<file path="config.mk">
export PLATFORM = sky130hd
export DESIGN_NAME = wb_regfile_burst_flat
export DESIGN_NICKNAME = d
export VERILOG_FILES = /design/src/rtl/wb_regfile_burst_if.sv /design/src/rtl/wb_regfile_burst.sv /design/src/flat_wrapper.sv
export SDC_FILE = /design/constraint.sdc
export NUM_CORES = 1
export LEC_CHECK = 0
export CAP_MARGIN = 20
export CORE_AREA = 2 2 195 197
export DETAILED_ROUTE_END_ITERATION = 8
export DIE_AREA = 0 0 197 199
export GPL_TIMING_DRIVEN = 0
export PLACE_DENSITY = 0.86
export SLEW_MARGIN = 20
export SYNTH_ARGS = -nofsm -noshare
export SYNTH_HDL_FRONTEND = slang
export SYNTH_SLANG_ARGS = --single-unit
</file>
<file path="constraint.sdc">
create_clock -name clk_i -period 7.8 [get_ports clk_i]
set_input_delay 1.56 -clock clk_i [delete_from_list [all_inputs] [get_ports clk_i]]
set_output_delay 1.56 -clock clk_i [all_outputs]
set_load 0.02 [all_outputs]
</file>
<file path="src/rtl/wb_regfile_burst_if.sv">
// rtl/wb_regfile_burst_if.sv - Wishbone B4 slave bus bundle for the register file
interface wb_regfile_burst_if;
  logic        cyc_i;
  logic        stb_i;
  logic        we_i;
  logic [31:0] adr_i;
  logic [31:0] dat_i;
  logic [3:0]  sel_i;
  logic [2:0]  cti_i;
  logic [1:0]  bte_i;
  logic [31:0] dat_o;
  logic        ack_o;
  logic        err_o;
  logic        rty_o;

  modport slave (
    input  cyc_i, stb_i, we_i, adr_i, dat_i, sel_i, cti_i, bte_i,
    output dat_o, ack_o, err_o, rty_o
  );

  modport master (
    output cyc_i, stb_i, we_i, adr_i, dat_i, sel_i, cti_i, bte_i,
    input  dat_o, ack_o, err_o, rty_o
  );
endinterface

</file>
<file path="src/rtl/wb_regfile_burst.sv">
// rtl/wb_regfile_burst.sv - Wishbone B4 register file with R/W control and RO status words
// Classic cycles take one wait state; incrementing/constant bursts ack with zero wait states.
module wb_regfile_burst #(
  parameter int NUM_CTRL = 8,
  parameter int NUM_STAT = 4,
  parameter int AW = 10,
  parameter logic [NUM_CTRL*32-1:0] CTRL_RESET = '0,
  parameter logic [NUM_CTRL*32-1:0] PULSE_MASK = '0
) (
  input  logic                     clk_i,
  input  logic                     reset_n_i,
  wb_regfile_burst_if.slave        wb,
  output logic [NUM_CTRL*32-1:0]   ctrl_o,
  output logic [NUM_CTRL-1:0]      ctrl_wr_o,
  input  logic [NUM_STAT*32-1:0]   stat_i,
  output logic [NUM_STAT-1:0]      stat_rd_o
);
  typedef enum logic [1:0] {IDLE, SINGLE, BURST, ERR} state_t;

  localparam logic [31:0] NC = 32'(NUM_CTRL);
  localparam logic [31:0] NT = 32'(NUM_CTRL + NUM_STAT);

  state_t        state;
  logic [AW-1:0] a;
  logic [AW-1:0] adr_idx;
  logic [AW-1:0] a_nxt;
  logic [AW-1:0] rd_idx;
  logic [31:0]   rd_data;
  logic [31:0]   ctrl_q [NUM_CTRL];
  logic [31:0]   ctrl_d [NUM_CTRL];
  logic          burst_beat, burst_ok, burst_bad;
  logic          commit, wr_commit, rd_commit;
  logic          unused_adr;

  function automatic logic [31:0] ext(input logic [AW-1:0] i);
    return {{(32-AW){1'b0}}, i};
  endfunction

  function automatic logic legal(input logic [AW-1:0] i, input logic we);
    return we ? (ext(i) < NC) : (ext(i) < NT);
  endfunction

  assign adr_idx    = wb.adr_i[AW+1:2];
  assign unused_adr = ^{wb.adr_i[31:AW+2], wb.adr_i[1:0]};

  // In a burst the beat at the current address is acked or errored combinationally.
  assign burst_beat = (state == BURST) && wb.cyc_i && wb.stb_i;
  assign burst_ok   = burst_beat && legal(a, wb.we_i);
  assign burst_bad  = burst_beat && !legal(a, wb.we_i);
  assign commit     = ((state == SINGLE) && wb.cyc_i && wb.stb_i) || burst_ok;
  assign wr_commit  = commit && wb.we_i;
  assign rd_commit  = commit && !wb.we_i;

  assign wb.ack_o = (state == SINGLE) || burst_ok;
  assign wb.err_o = (state == ERR) || burst_bad;
  assign wb.rty_o = 1'b0;

  always_comb begin
    a_nxt = a;
    if (wb.cti_i == 3'b010) begin
      case (wb.bte_i)
        2'b00:   a_nxt = a + AW'(1);
        2'b01:   a_nxt[1:0] = a[1:0] + 2'd1;
        2'b10:   a_nxt[2:0] = a[2:0] + 3'd1;
        default: a_nxt[3:0] = a[3:0] + 4'd1;
      endcase
    end
  end

  // One read mux serves both the first-beat load and the per-beat reload.
  always_comb begin
    rd_idx  = (state == IDLE) ? adr_idx : a_nxt;
    rd_data = '0;
    for (int k = 0; k < NUM_CTRL; k++)
      if (ext(rd_idx) == 32'(k)) rd_data = ctrl_q[k];
    for (int j = 0; j < NUM_STAT; j++)
      if (ext(rd_idx) == NC + 32'(j)) rd_data = stat_i[32*j +: 32];
  end

  // Pulse bits clear every cycle unless the same cycle writes them again.
  always_comb begin
    for (int k = 0; k < NUM_CTRL; k++) begin
      ctrl_d[k] = ctrl_q[k] & ~PULSE_MASK[32*k +: 32];
      if (wr_commit && ext(a) == 32'(k))
        for (int b = 0; b < 4; b++)
          if (wb.sel_i[b]) ctrl_d[k][8*b +: 8] = wb.dat_i[8*b +: 8];
    end
  end

  always_comb begin
    for (int k = 0; k < NUM_CTRL; k++) ctrl_o[32*k +: 32] = ctrl_q[k];
  end

  always_ff @(posedge clk_i) begin
    if (!reset_n_i) begin
      state     <= IDLE;
      a         <= '0;
      wb.dat_o  <= '0;
      ctrl_wr_o <= '0;
      stat_rd_o <= '0;
      for (int k = 0; k < NUM_CTRL; k++) ctrl_q[k] <= CTRL_RESET[32*k +: 32];
    end else begin
      for (int k = 0; k < NUM_CTRL; k++) begin
        ctrl_q[k]    <= ctrl_d[k];
        ctrl_wr_o[k] <= wr_commit && (ext(a) == 32'(k));
      end
      for (int j = 0; j < NUM_STAT; j++)
        stat_rd_o[j] <= rd_commit && (ext(a) == NC + 32'(j));
      case (state)
        IDLE: begin
          if (wb.cyc_i && wb.stb_i) begin
            a        <= adr_idx;
            wb.dat_o <= rd_data;
            if (!legal(adr_idx, wb.we_i)) state <= ERR;
            else begin
              case (wb.cti_i)
                3'b000, 3'b111: state <= SINGLE;
                3'b001, 3'b010: state <= BURST;
                default:        state <= ERR;
              endcase
            end
          end
        end
        SINGLE: state <= IDLE;
        ERR:    state <= IDLE;
        BURST: begin
          if (!wb.cyc_i || burst_bad) state <= IDLE;
          else if (burst_ok) begin
            a        <= a_nxt;
            wb.dat_o <= rd_data;
            if (wb.cti_i == 3'b111) state <= IDLE;
          end
        end
        default: state <= IDLE;
      endcase
    end
  end
endmodule

</file>
<file path="src/flat_wrapper.sv">
// flat-port wrapper written by rule: the top's interface ports become plain ports
module wb_regfile_burst_flat 
#(
  parameter int NUM_CTRL = 8,
  parameter int NUM_STAT = 4,
  parameter int AW = 10,
  parameter logic [NUM_CTRL*32-1:0] CTRL_RESET = '0,
  parameter logic [NUM_CTRL*32-1:0] PULSE_MASK = '0
)
  (clk_i, reset_n_i, ctrl_o, ctrl_wr_o, stat_i, stat_rd_o, wb_cyc_i, wb_stb_i, wb_we_i, wb_adr_i, wb_dat_i, wb_sel_i, wb_cti_i, wb_bte_i, wb_dat_o, wb_ack_o, wb_err_o, wb_rty_o);
  wb_regfile_burst_if wb_i ();
  input  logic clk_i;
  input  logic reset_n_i;
  output logic [NUM_CTRL*32-1:0] ctrl_o;
  output logic [NUM_CTRL-1:0] ctrl_wr_o;
  input  logic [NUM_STAT*32-1:0] stat_i;
  output logic [NUM_STAT-1:0] stat_rd_o;
  input wire logic [$bits(wb_i.cyc_i)-1:0] wb_cyc_i;
  input wire logic [$bits(wb_i.stb_i)-1:0] wb_stb_i;
  input wire logic [$bits(wb_i.we_i)-1:0] wb_we_i;
  input wire logic [$bits(wb_i.adr_i)-1:0] wb_adr_i;
  input wire logic [$bits(wb_i.dat_i)-1:0] wb_dat_i;
  input wire logic [$bits(wb_i.sel_i)-1:0] wb_sel_i;
  input wire logic [$bits(wb_i.cti_i)-1:0] wb_cti_i;
  input wire logic [$bits(wb_i.bte_i)-1:0] wb_bte_i;
  output wire logic [$bits(wb_i.dat_o)-1:0] wb_dat_o;
  output wire logic [$bits(wb_i.ack_o)-1:0] wb_ack_o;
  output wire logic [$bits(wb_i.err_o)-1:0] wb_err_o;
  output wire logic [$bits(wb_i.rty_o)-1:0] wb_rty_o;
  assign wb_i.cyc_i = wb_cyc_i;
  assign wb_i.stb_i = wb_stb_i;
  assign wb_i.we_i = wb_we_i;
  assign wb_i.adr_i = wb_adr_i;
  assign wb_i.dat_i = wb_dat_i;
  assign wb_i.sel_i = wb_sel_i;
  assign wb_i.cti_i = wb_cti_i;
  assign wb_i.bte_i = wb_bte_i;
  assign wb_dat_o = wb_i.dat_o;
  assign wb_ack_o = wb_i.ack_o;
  assign wb_err_o = wb_i.err_o;
  assign wb_rty_o = wb_i.rty_o;
  wb_regfile_burst #(.NUM_CTRL(NUM_CTRL), .NUM_STAT(NUM_STAT), .AW(AW), .CTRL_RESET(CTRL_RESET), .PULSE_MASK(PULSE_MASK)) u_core (.clk_i(clk_i), .reset_n_i(reset_n_i), .wb(wb_i), .ctrl_o(ctrl_o), .ctrl_wr_o(ctrl_wr_o), .stat_i(stat_i), .stat_rd_o(stat_rd_o));
endmodule
</file>
==> summary.md, run 1 <==
| Metric | Value |
|---|---|
| Clock Pin Slew Worst Setup and Hold Paths | 0.06 ns |
| Reg-to-Reg Start | u_core.a[0] |
| CP required | 8.19 ns |
| Vias per cell | 6.765 |
| CTS tree | yes |
| Die area | about 39000 µm² |
| M2 GR Usage | 73.26% |
| Count of input and output buffers | roughly 450 |
| Mapped Nets | 2246 |
| Global-route wire length before repair | approximately 130000 µm |
| Design Power | 3911 µW |
| Routed len/inst | 32.56 µm |
| Post-synth EDFFs | 0 |
| Maximum vdd ir drop | approximately 0.16 mV |
| Vias | around 20000 |
| Synth unique cells | just under 90 |
| Most frequent cells in the layout | 449 x clkdlybuf4s50_1, 401 x nand2_1, 312 x dfxtp_1 |
| Met3 Track Usage GR | 17.92% |
| Met1 Use GR | a little under three fifths |
| Fill cells | 3408 |
| Largest net degree at the start of global routing | 13 |
| Setup crit end kind | register |
| Sequential Area | between 6000 and 7000 µm² |
| Pwr/cell area | 178.6 nW/µm² |
| Post_cts resized | 0 |
| Nets@finish | 2734 |
| Top FF cell, synth | dfxtp_1 |
| Worst-Skew Late Latency | roughly 0.57 ns |
| Setup Fix Bufs, Post-CTS | 0 |
| CTS root buffer | clkbuf_16 |
| Worst Skew | 0.02968 ns |
| Clock Tree Buf Depth | 3 |
| Die Wd | 197 µm |
| Grt peak-use layer | met2 |
| Worst Path Max Fanout | 10 |
| Layout cells sized above 1 | about 6.7% |
| Hold Crit Start | u_core.ctrl_q[1][81] |
| Cts bufs inserted | 36 |
| Leakage | ~0.007 µW |
| Syn avg cell area | 7.719 µm² |
| Maximum clock frequency | 164.1 MHz |
| Crit Path Class | primary input to register |
| Initial core utilization | a little over two fifths |
| Total GRT Usage | between 40% and 50% |
| Routed Antenna Nets | 0 |
| IO Count | 509 |
| Final period util | 78.13% |
| Core footprint | 37130 µm² |
| Die Y-Extent | ~200 µm |
| Arr. time, crit path | 6.48 ns |
| Multi-input gate area | 8576 µm² |
| Syn. warnings | 0 |
| Post-synth ARST share | 0% |
| Number of global-route vias before repair | roughly 19000 |
| Antenna violations before repair | 7 |
| Setup crit start kind | primary input |
| # hold bufs at CTS | 0 |
| Max Cap Violations | 0 |
| Dpl hpwl | 72700 µm |
| Number of H-tree levels | 2 |
| Sequential area share after synthesis | 39.82% |
| Post-Synthesis Cells | 2032 |
| Detailed router's first-iteration violation count | 3687 |
| Setup Viol. Count Final | 0 |
| Gr ovfl total | 0 |
| Fin. max-slew vios | 0 |
| Worst Tran Pin Value | 1.382 ns |
| FF+latch count, synth | 312 |
| # DRC | 0 |
| Worst setup startpoint | wb_cti_i[1] |
| Final TNS setup | 0 ns |
| Pre-CTS setup slack | 1.675 ns |
| Hold Fails Final Rpt | 0 |
| Worst Hold Class | register to register |
| Rows | 71 |
| Most common library cell in the layout ignoring fill and taps | clkdlybuf4s50_1 |
| Hold slack | approximately 0.47 ns |
| CTS Sinks | approximately 310 |
| Rel. slew slack | 7.846% |
| DRT Pass-1 Iters | 8 |
| RSZ-0062 raised after global routing | false |
| Routed WL | 98330 µm |
| GP Congestion | 1.042 |
| Netlist Area Pre-Place | 15690 µm² |
| Final worst slack | 1.706 ns |
| Area added between synthesis and finish | 39.61% |
| Min cycle time layout | 6.094 ns |
| Outcome | completed |
[final cells by class]
type,instances,share of cell area [%]
antenna,6,0.06857
buffer,192,3.828
clock buffer,48,4.508
clock inverter,10,0.5143
inverter,8,0.1371
multi-input combinational,1520,39.16
sequential,312,28.52
tap,474,2.708
timing repair buffer,450,20.55
[worst max-delay path: stages]
cell and delay (ns):
clkdlybuf4s50_1 0.68, nor3b_4 0.38, mux2i_1 0.26, o21a_1 0.45, clkbuf_1 0.80, clkbuf_1 0.86
a31oi_1 0.39, a221oi_1 0.92, a31oi_1 0.16
[stage by stage]
stage,instance area [µm²],instances,utilization [%]
after floorplan,15690,2032,-
after global placement,20770,2955,55.94
after detailed placement,20770,2955,55.94
after CTS,21870,3013,58.90
after global routing,21890,3016,58.94
final,21900,3020,58.97
[where the power goes]
group | total (µW) | internal (µW) | switching, µW
Clock | 1680 | 953 | 731
Sequential | 1620 | 1610 | 14.7
Combinational | 605 | 184 | 421
[Yosys cell counts, types with 11 or more instances]
cell type,number,area [µm²]
a21oi_1,205,1026
a22oi_1,37,277.8
nand2_1,401,1505
nand3_1,289,1446
o22ai_1,28,175.2
buf_1,20,75.07
mux2i_1,15,150.1
and3_1,21,131.4
clkbuf_1,108,405.4
a21boi_0,116,870.8
a31oi_1,11,68.82
dfxtp_1,312,6246
nor2_1,61,229.0
buf_2,55,275.3
a221oi_1,21,183.9
o211ai_1,16,120.1
o21ai_0,54,270.3
nor3_1,33,165.2
[per-layer routing]
layer | vias up | wire (µm)
met4 | 10 | 8288
met3 | 552 | 15190
li1 | 8315 | -
met5 | - | 63
met2 | 2052 | 41120
met1 | 9500 | 33670
[final timing paths]
check                          to  slack (ns)  cells after the start
max           u_core.wb.dat_o[19]        1.71                      9
min          u_core.ctrl_q[1][81]        0.47                      2
max reg2reg    u_core.wb.dat_o[3]        2.19                     12
min reg2reg  u_core.ctrl_q[1][81]        0.47                      2
[registers in the layout, indices dropped and copies added, names as in the netlist]
| signal | count |
|---|---|
| u_core.a | 10 |
| u_core.ctrl_q | 256 |
| u_core.ctrl_wr_o | 8 |
| u_core.stat_rd_o | 4 |
| u_core.state | 2 |
| u_core.wb.dat_o | 32 |
[kinds of logic (layout without fill, tap and decap cells)]
kind of cell	after synthesis	in the layout	share of synthesized area, %
fa+ha+maj	8	8	0.6382
flops	312	312	39.82
compound gates	603	603	25.84
xor+xnor	7	7	0.3909
mux	20	20	1.316
buf+inv	200	708	5.536
other cells	1	7	0.02391
simple gates	881	881	26.44
Power figures use the tool's default switching activity.
==> run 2, diff against run 1 <==
Settings changed: CORE_AREA 2 2 195 197 to 2 2 197 199, DIE_AREA 0 0 197 199 to 0 0 199 201, PLACE_DENSITY 0.86 to 0.88.
Clock period 7.8 ns to 5.2 ns, I/O delays scaled along.
==> run 2 against run 1 <==
The flow now finishes with violations (negative setup slack). Sequential share of layout area down 0.26 points. Clock power up 61%. Global-route usage is 0.99 points lower. Via count increased by 0.30%. Final cell count rose by 1.6%. Clock-buffer cell count up 3. Sequential power grew 50%. Critical path depth is 1 higher. Design area is 0.94% higher. Non-clock buffer count stayed put. Largest power group unchanged.
==> summary.md, run 2 (same netlist as run 1, synthesis figures left out) <==
| Metric | Value |
|---|---|
| Dpl hpwl | 72580 µm (-0.17%) |
| Biggest regs | u_core.ctrl_q: 256 flops, u_core.wb.dat_o: 32 flops, u_core.a: 10 flops |
| Worst Path Max Fanout | 10 (unchanged) |
| GP Congestion | 1.040 (-0.24%) |
| Number of flip-flops in the largest register | 256 (unchanged) |
| Clock Pin Slew Worst Setup and Hold Paths | 0.06 ns (about the same) |
| Internal power | 4281 µW (+56%) |
| Die area | 40000 µm² (+2.0%) |
| Worst-Skew Late Latency | 0.54 ns (-0.03 ns) |
| Outcome | finished, violations left |
| Most common library cell in the layout ignoring fill and taps | clkdlybuf4s50_1 |
| Top reg by flops | u_core.ctrl_q |
| # hold bufs at CTS | 0 (unchanged) |
| Min cycle time layout | roughly 5.3 ns |
| Clock power share | 44.8% (+1.7 points) |
| CP max stage delay | 0.80 ns (-0.12 ns) |
| Largest net degree at the start of global routing | 14 (+1) |
| Rows | 72 (+1.4%) |
| CTS tree | yes |
| Switching share of total power | 29.21% (-0.61 points) |
| Number of H-tree levels | 2 (unchanged) |
| IO Count | 509 (unchanged) |
| Sequential Area | 6246 µm² (unchanged) |
| Fin. max-slew vios | 0 (unchanged) |
| Multi-input gate area | 8582 µm² (about the same) |
| Die Wd | 199 µm (+1.0%) |
| Crit-path cells | clkdlybuf4s50_1 -> nor3b_4 -> xnor2_1 -> a21o_1 -> buf_2 -> nor2_1 -> clkbuf_1 -> nand4_1 -> o22ai_1 -> a21oi_1 |
| RSZ-0062 raised after global routing | false |
| Nets@finish | 2735 (+0.037%) |
| Core footprint | 38110 µm² (+2.6%) |
| Final period util | 102.2% |
| Global-route wire length before repair | 135700 µm (+0.53%) |
| Hold slack | 0.4736 ns (+0.002181 ns) |
| Gr ovfl total | 0 (unchanged) |
| Arr. time, crit path | 5.70 ns (-0.78 ns) |
| Total GRT Usage | 47.20% (-0.99 points) |
| Setup Viol. Count Final | 3 (+3) |
| Leakage | 0.007095 µW (+1.2%) |
| CP required | 5.59 ns (-2.60 ns) |
| Vias | 20490 (+0.30%) |
| Combinational Power Share | 15.0% (-0.5 points) |
| Antenna violations before repair | 6 (-1) |
| Area added between synthesis and finish | 40.91% |
| Detailed router's first-iteration violation count | 3280 (-11%) |
| Maximum clock frequency | 188.2 MHz |
| Vias per cell | 6.677 (-1.3%) |
| Rel. slew slack | 21.68% (+14 points) |
| Sequential group share of total power | 40.2% (-1.3 points) |
| Setup crit start kind | primary input |
| Worst Skew | 0.01853 ns (-0.01116 ns) |
| Fill cells | 3567 (+4.7%) |
| Routed Antenna Nets | 0 (unchanged) |
| Final worst slack | -0.1132 ns (-1.819 ns) |
| Routed len/inst | 32.06 µm (-1.5%) |
| Cts bufs inserted | 37 (+2.8%) |
| Most frequent cells in the layout | 449 x clkdlybuf4s50_1, 401 x nand2_1, 312 x dfxtp_1 |
| Number of global-route vias before repair | 19240 (+0.65%) |
| Initial core utilization | 41.16% (-1.1 points) |
| CTS root buffer | clkbuf_16 |
| Hold Fails Final Rpt | 0 (unchanged) |
| Worst Tran Pin Value | 1.175 ns (-0.2075 ns) |
| Crit Path Class | primary input to register |
| DRT Pass-1 Iters | 7 (-1) |
| Maximum vdd ir drop | 0.1916 mV (+21%) |
| Final design utilization | 58.00% (-0.97 points) |
| Count of input and output buffers | 449 (unchanged) |
| Layout cells sized above 1 | 7.185% (+0.49 points) |
| Pwr/cell area | 273.6 nW/µm² (+53%) |
| # DRC | 0 (unchanged) |
| Routed WL | 98390 µm (about the same) |
| CTS Sinks | 312 (unchanged) |
| CP max stage cell | nand4_1 |
| Worst Hold Class | register to register |
| Die Y-Extent | 201 µm (+1.0%) |
| Max Cap Violations | 0 (unchanged) |
| Failing checks | negative setup slack |
| Psw | 1767 µW (+51%) |
| Setup Fix Bufs, Post-CTS | 0 (unchanged) |
| Setup crit end kind | register |
| Clock Tree Buf Depth | 3 (unchanged) |
run 2: cell count changes in the layout (fill, tap and decap cells not counted), moves of 2 or more:
cell,change
clkbuf_1,-6
clkbuf_8,+5
clkbuf_2,+2
clkinv_2,+2
diode_2,-2
inv_6,-2
run 2: final timing paths:
path / startpoint / end / slack [ns] / cells after the start
worst min-delay path: u_core.ctrl_q[1][69] / u_core.ctrl_q[1][69] / 0.47 / 2
worst max register to register: u_core.a[0] / u_core.wb.dat_o[3] / -0.07 / 12
worst max-delay path: wb_cti_i[1] / u_core.wb.dat_o[16] / -0.11 / 10
worst min register to register: u_core.ctrl_q[1][69] / u_core.ctrl_q[1][69] / 0.47 / 2
run 2: timing repair:
action / in CTS / in global routing
gates resized for setup: 0 / 7
endpoints found under the setup margin: 0 / 8
hold endpoints to repair: 0 / 0
run 2: metrics by stage:
step	instances	total power, µW	setup WS [ns]	setup TNS (ns)	cell area [µm²]
4_1_cts	3064	5940	0.06911	0	22070
2_1_floorplan	2032	2882	1.724	0	15690
3_3_place_gp	2999	3318	-0.3911	-2.876	20830
6_report	3069	6048	-0.1132	-0.1988	22100
5_1_grt	3066	6100	0.02184	0	22090
3_5_place_dp	2999	3322	-0.3779	-3.449	20830
run 2: routing by layer:
metal	vias up	track usage, %	wire length (µm)
li1	8323	-	-
met1	9534	55.79	33460
met2	2062	69.32	40820
met3	568	18.85	15290
met4	4	33.40	8775
met5	-	0	45
run 2: area by class of cell:
type,count,area share (%)
clock inverters,14,0.7586
well taps,518,2.932
clock buffers,51,4.840
plain buffers,192,3.832
repair buffers,450,20.37
multi-input cells,1520,38.83
diodes,4,0.04529
inverters,8,0.1359
flip-flops and latches,312,28.26
run 2: critical path: cells and delay by family:
family | cells | cell delay [ns]
buffers and inverters | 3 | 1.56
AOI/OAI and AO/OA | 3 | 1.08
xor gates and xnor gates | 1 | 0.19
and+or+nand+nor | 3 | 1.80
run 2: power groups by stage:
stage          Combinational (µW)  Sequential [µW]  Clock, µW
3_3_place_gp                  836             2480          0
5_1_grt                       907             2430       2760
4_1_cts                       844             2430       2670
3_5_place_dp                  840             2480          0
6_report                      909             2430       2710
2_1_floorplan                 387             2500          0
